## src/rtl/multi_project_select.sv

```systemverilog
// Wishbone-controlled project selector: one-hot/zero active_o with an all-off guard drain on every change.
// Ack one cycle after request, every other cycle under back-to-back; optional LA override via PROJ_SEL_LA_OVERRIDE_EN.
module multi_project_select #(
   parameter int          NUM_PROJECTS = 16,
   parameter int          SEL_W        = 8,
   parameter logic [31:0] BASE_ADDR    = 32'h3000_0000,
   parameter int          GUARD_CYCLES = 4
) (
   input  logic                    wb_clk_i,
   input  logic                    wb_rst_i,
   input  logic                    wbs_stb_i,
   input  logic                    wbs_cyc_i,
   input  logic                    wbs_we_i,
   input  logic [3:0]              wbs_sel_i,
   input  logic [31:0]             wbs_dat_i,
   input  logic [31:0]             wbs_adr_i,
   output logic                    wbs_ack_o,
   output logic [31:0]             wbs_dat_o,
   input  logic [31:0]             la_data_in,
   input  logic [31:0]             la_oen,
   output logic [NUM_PROJECTS-1:0] active_o,
   output logic                    busy_o
);
   localparam int CNT_W = (GUARD_CYCLES > 1) ? $clog2(GUARD_CYCLES) : 1;

   typedef enum logic [1:0] {IDLE, DRAIN, ENABLE} state_t;
   typedef struct packed {
      logic             en;
      logic [SEL_W-1:0] idx;
   } sel_t;

   state_t                  state_q, state_d;
   logic [CNT_W-1:0]        cnt_q, cnt_d;
   sel_t                    committed_q, committed_d;
   sel_t                    applied_q, applied_d;
   sel_t                    target_q, target_d;
   logic                    err_q, err_d;
   logic                    ack_q, ack_d;
   logic                    busy_q, busy_d;
   logic [31:0]             dat_q, dat_d;
   logic [NUM_PROJECTS-1:0] active_q, active_d;

   logic [5:0] offset;
   logic       req, sel_wr, sts_wr, bad_idx, ovr;
   sel_t       wr_sel, eff_sel, nxt_sel;
   logic       unused_bits;

   function automatic logic [NUM_PROJECTS-1:0] onehot(input sel_t s);
      logic [NUM_PROJECTS-1:0] v;
      v = '0;
      for (int i = 0; i < NUM_PROJECTS; i++)
         v[i] = s.en && (s.idx == SEL_W'(i));
      return v;
   endfunction

`ifdef PROJ_SEL_LA_OVERRIDE_EN
   assign ovr     = !la_oen[31] && la_data_in[31];
   assign eff_sel = ovr ? {la_data_in[30], la_data_in[SEL_W-1:0]} : committed_q;
`else
   assign ovr     = 1'b0;
   assign eff_sel = committed_q;
`endif

   assign offset  = wbs_adr_i[7:2];
   assign req     = wbs_stb_i && wbs_cyc_i && (wbs_adr_i[31:8] == BASE_ADDR[31:8]) && !ack_q;
   assign sel_wr  = req && wbs_we_i && (wbs_sel_i == 4'hF) && (offset == 6'd0);
   assign sts_wr  = req && wbs_we_i && (wbs_sel_i == 4'hF) && (offset == 6'd1);
   assign bad_idx = wbs_dat_i[31] && (32'(wbs_dat_i[SEL_W-1:0]) >= 32'(NUM_PROJECTS));
   assign wr_sel  = {wbs_dat_i[31] && !bad_idx, wbs_dat_i[SEL_W-1:0]};
   // While the override owns the selection, bus writes never reach the FSM.
   assign nxt_sel = (sel_wr && !ovr) ? wr_sel : eff_sel;

   assign unused_bits = ^{la_data_in, la_oen, wbs_adr_i[1:0], wbs_dat_i};

   always_comb begin
      state_d     = state_q;
      cnt_d       = cnt_q;
      committed_d = committed_q;
      applied_d   = applied_q;
      target_d    = target_q;
      err_d       = err_q;
      busy_d      = busy_q;
      active_d    = active_q;
      ack_d       = req;
      dat_d       = '0;

      if (req && !wbs_we_i) begin
         case (offset)
            6'd0:    dat_d = {committed_q.en, {(31-SEL_W){1'b0}}, committed_q.idx};
            6'd1:    dat_d = {29'd0, ovr, err_q, busy_q};
            6'd2:    dat_d = 32'(NUM_PROJECTS);
            default: dat_d = '0;
         endcase
      end

      // Clear first so a simultaneous set wins.
      if (sts_wr && wbs_dat_i[1]) err_d = 1'b0;
      if (sel_wr && !ovr && ((state_q == DRAIN) || bad_idx)) err_d = 1'b1;

      case (state_q)
         DRAIN: begin
            if (cnt_q == '0) begin
               state_d   = ENABLE;
               busy_d    = 1'b0;
               active_d  = onehot(target_q);
               applied_d = target_q;
            end else begin
               cnt_d = cnt_q - CNT_W'(1);
            end
         end
         default: begin
            state_d = IDLE;
            if (sel_wr && !ovr) committed_d = wr_sel;
            if (nxt_sel != applied_q) begin
               state_d  = DRAIN;
               busy_d   = 1'b1;
               active_d = '0;
               cnt_d    = CNT_W'(GUARD_CYCLES - 1);
               target_d = nxt_sel;
            end
         end
      endcase
   end

   always_ff @(posedge wb_clk_i or posedge wb_rst_i) begin
      if (wb_rst_i) begin
         state_q     <= IDLE;
         cnt_q       <= '0;
         committed_q <= '0;
         applied_q   <= '0;
         target_q    <= '0;
         err_q       <= 1'b0;
         ack_q       <= 1'b0;
         busy_q      <= 1'b0;
         dat_q       <= '0;
         active_q    <= '0;
      end else begin
         state_q     <= state_d;
         cnt_q       <= cnt_d;
         committed_q <= committed_d;
         applied_q   <= applied_d;
         target_q    <= target_d;
         err_q       <= err_d;
         ack_q       <= ack_d;
         busy_q      <= busy_d;
         dat_q       <= dat_d;
         active_q    <= active_d;
      end
   end

   assign wbs_ack_o = ack_q;
   assign wbs_dat_o = dat_q;
   assign active_o  = active_q;
   assign busy_o    = busy_q;
endmodule

```

## config.mk

```make
export PLATFORM = sky130hd
export DESIGN_NAME = multi_project_select
export DESIGN_NICKNAME = d
export VERILOG_FILES = /design/src/rtl/multi_project_select.sv
export SDC_FILE = /design/constraint.sdc
export NUM_CORES = 1
export LEC_CHECK = 0
export BUFFER_PORTS_ARGS = -buffer_cell sky130_fd_sc_hd__buf_2
export CAP_MARGIN = 20
export CORE_UTILIZATION = 46
export DETAILED_ROUTE_END_ITERATION = 8
export PLACE_DENSITY_LB_ADDON = 0.3
export SLEW_MARGIN = 25
export SYNTH_ARGS = -nofsm -noshare
export SYNTH_HDL_FRONTEND = slang
export SYNTH_SLANG_ARGS = --single-unit
```

## constraint.sdc

```tcl
create_clock -name wb_clk_i -period 4.4 [get_ports wb_clk_i]
set_input_delay 0.22 -clock wb_clk_i [delete_from_list [all_inputs] [get_ports wb_clk_i]]
set_output_delay 0.22 -clock wb_clk_i [all_outputs]
set_load 0.01 [all_outputs]
```

==> flow_metrics.py <==
metrics = {
    "cts": {
        "h-tree-depth": 3,
        "clk_latency_ps": 350,
        "numCtsBuffers": 9,
        "cts_tree": "built",
        "path_clk_slew_ps": 70,
        "post_cts_resized": 0,
        "hold_buffers": 0,
        "cts.path.max_buffers": 2,
        "cts_num_sinks": 59,
        "post-cts-setup-buffers": 0,
        "clockRootBuffer": "clkbuf_8",
    },
    "detailed_routing": {
        "antenna_left": 0,
        "drt_pass1_iterations": 4,
        "drc": 0,
        "vias": 2224,
        "viasPerCell": 5.08,
        "drtIter0Drc": 95,
        "routedWlPerCell_um": 14.6,
        "wirelength_um": 6390,
    },
    "timing": {
        "timing.final.crit_share": 0.635,
        "period_needed_ps": 2790,
        "setup_tns_ps": 0,
        "tightest_slew_ps": 763,
        "fmax_ghz": 0.358,
        "drv_slew": 0,
        "whs_ps": 71.5,
        "setup_viol": 0,
        "finalClockSkew_ps": 8.48,
        "rsz0062_at_grt": "no",
        "setup_ws_ps": 1610,
        "max_slew_margin": 0.487,
        "hold_viol": 0,
    },
    "pwr": {
        "netSwitchingFraction": 0.245,
        "powerDensity_nw_per_um2": 308,
        "power_frac_comb": 0.052,
        "switchingPower_uw": 267,
        "clockPowerShare": 0.452,
        "total_power_mw": 1.09,
        "p_leak_nw": 1.74,
        "pwr-share-seq": 0.496,
        "peakVddDrop_v": 0.000208,
        "internal_power_uw": 826,
    },
    "yosys": {
        "ys_async_sr_fraction": 1.00,
        "ys_seq_area_frac": 0.492,
        "postSynthCellCount": 276,
        "synth_ff_type": "dfrtp_1",
        "ys_ff_latch": 59,
        "synth.avg_cell_area_um2": 10.9,
        "synth.cell_area_um2": 3000,
        "synth_warnings": 0,
        "synth-edff-count": 0,
        "synth.distinct_cells": 48,
    },
    "layout": {
        "instances_no_fill": 438,
        "drive_gt1_frac": 0.319,
        "final_cell_mix": "buf_2, dfrtp_1, inv_1",
        "final_cell_area_um2": 3550,
        "final_nets": 494,
        "finish.utilization": 0.562,
        "final_common_cell": "buf_2",
        "antenna_cells": 0,
        "syn2layout_area_growth_pct": 18.3,
    },
    "setup_path": {
        "critical-path-top-delay-family": "compound AO/OA/AOI/OAI gates",
        "path_cells": "nor4_1 -> nand4_1 -> nor4_4 -> buf_4 -> nor4_1 -> o32a_2 -> a31oi_4 -> mux2_4",
        "cp.required_ps": 4630,
        "r2r_cells": 8,
        "cp_slowest_cell": "a31oi_4",
        "crit_fanout": 15,
        "crit_arrival_ps": 3020,
        "r2r_slack_ps": 1610,
        "end_kind": "flop",
        "r2r_end": "target_q[8]$_DFFE_PP0P_",
        "rr_startpoint": "wbs_ack_o$_DFF_PP0_",
        "slowest_delay_ps": 450,
        "startpoint_type": "flop",
        "critPathBufInv": 1,
        "crit_type": "flop to flop",
        "crit_top_cell": "nor4_1",
    },
    "placed_design": {
        "gp_congestion": 0.820,
        "place_inst": 422,
        "numPortBuffers": 74,
        "placed_cell_area_um2": 3350,
        "pre_cts_ws_ps": 1560,
        "place_hpwl_um": 4800,
    },
    "grt": {
        "top_usage_layer": "met2",
        "grt_pass1_wl_um": 9800,
        "grtUsageMet2": 0.302,
        "grt_max_degree": 60,
        "gr-total-overflow": 0,
        "use_met1": 0.269,
        "grt_pass1_vias": 2033,
        "antenna_found_initial": 1,
        "gr-usage-all-layers": 0.201,
        "met3_usage": 0.0754,
    },
    "floorplan": {
        "start_util": 0.475,
        "die_w_um": 82.8,
        "die_area_um2": 6850,
        "die_y_um": 82.8,
        "num_rows": 29,
        "io_pins": 187,
        "fp.coreArea_um2": 6310,
    },
    "status": {
        "status": "finished clean",
    },
    "worst_hold_path": {
        "hold_path_class": "primary input to async pin",
    },
    "job": {
        "cap_violations": 0,
    },
}
layer usage:
metal  part of all wire  vias up
met5             0.0019        -
li1                   -     1076
met4              0.015        2
met3              0.067       13
met2               0.45       80
met1               0.46     1053
worst max path at each step:
| stage | endpoint | cells past startpoint | start |
|---|---|---|---|
| CTS | target_q[8]$_DFFE_PP0P_ | 8 | wbs_ack_o$_DFF_PP0_ |
| global placement | target_q[8]$_DFFE_PP0P_ | 9 | wbs_adr_i[15] |
| detailed placement | target_q[8]$_DFFE_PP0P_ | 9 | wbs_adr_i[8] |
| global route | target_q[8]$_DFFE_PP0P_ | 8 | wbs_ack_o$_DFF_PP0_ |
| finish | target_q[8]$_DFFE_PP0P_ | 8 | wbs_ack_o$_DFF_PP0_ |
| floorplan | target_q[8]$_DFFE_PP0P_ | 8 | wbs_ack_o$_DFF_PP0_ |
sequential cells by signal, indices dropped and copies added (netlist names):
signal / flops
target_q: 9
wbs_ack_o: 1
applied_q: 9
busy_o: 1
err_q: 1
cnt_q: 2
wbs_dat_o: 9
active_o: 16
committed_q: 9
state_q: 2
cells in the mapped netlist, types with 2 or more instances:
| library cell | count | area share |
|---|---|---|
| dfrtp_1 | 59 | 0.49 |
| mux2i_1 | 18 | 0.060 |
| nand3_1 | 6 | 0.010 |
| nand4_1 | 4 | 0.0083 |
| clkbuf_1 | 2 | 0.0025 |
| inv_1 | 33 | 0.041 |
| buf_4 | 23 | 0.058 |
| and2_1 | 7 | 0.015 |
| and4b_1 | 2 | 0.0067 |
| xor2_1 | 10 | 0.029 |
| buf_6 | 2 | 0.0075 |
| nor4_1 | 10 | 0.021 |
| o21ai_0 | 12 | 0.020 |
| o31a_1 | 2 | 0.0058 |
| nor4_2 | 4 | 0.017 |
| a21oi_1 | 3 | 0.0050 |
| nor2_1 | 5 | 0.0063 |
| or2_1 | 2 | 0.0042 |
| mux2_2 | 9 | 0.034 |
| xnor2_1 | 2 | 0.0058 |
| o22ai_1 | 16 | 0.033 |
| nand2_1 | 18 | 0.023 |
| nor4_4 | 2 | 0.014 |
tightest hold or removal path, cell delays in order:
cell and delay [ps]:
buf_2 100, inv_2 30, buf_4 570
cells by family (layout without fill, tap and decap cells):
group	count (synthesis)	count (layout)	share of synthesized area
other cells	1	23	0.00125
flops	59	59	0.492
mux	28	28	0.0988
compound gates	42	42	0.103
xor+xnor	12	12	0.0350
simple gates	70	70	0.150
fa+ha+maj	1	1	0.00417
buf+inv	63	126	0.117
area by class of cell:
cell class	instances	area (um^2)
well taps	77	96.3
clock inverters	7	78.8
multi-input cells	176	1260
fillers	570	2760
flip-flops and latches	59	1480
clock buffers	9	124
repair buffers	77	393
inverters	33	124
power by group through the flow:
stage | Sequential [mW] | Combinational, mW | Clock (mW)
3_5_place_dp | 0.552 | 0.0568 | 0
3_3_place_gp | 0.552 | 0.0563 | 0
6_report | 0.542 | 0.0566 | 0.494
4_1_cts | 0.542 | 0.0570 | 0.506
5_1_grt | 0.542 | 0.0655 | 0.528
2_1_floorplan | 0.553 | 0.0403 | 0
Note: power is estimated with default switching activity, not from simulation.
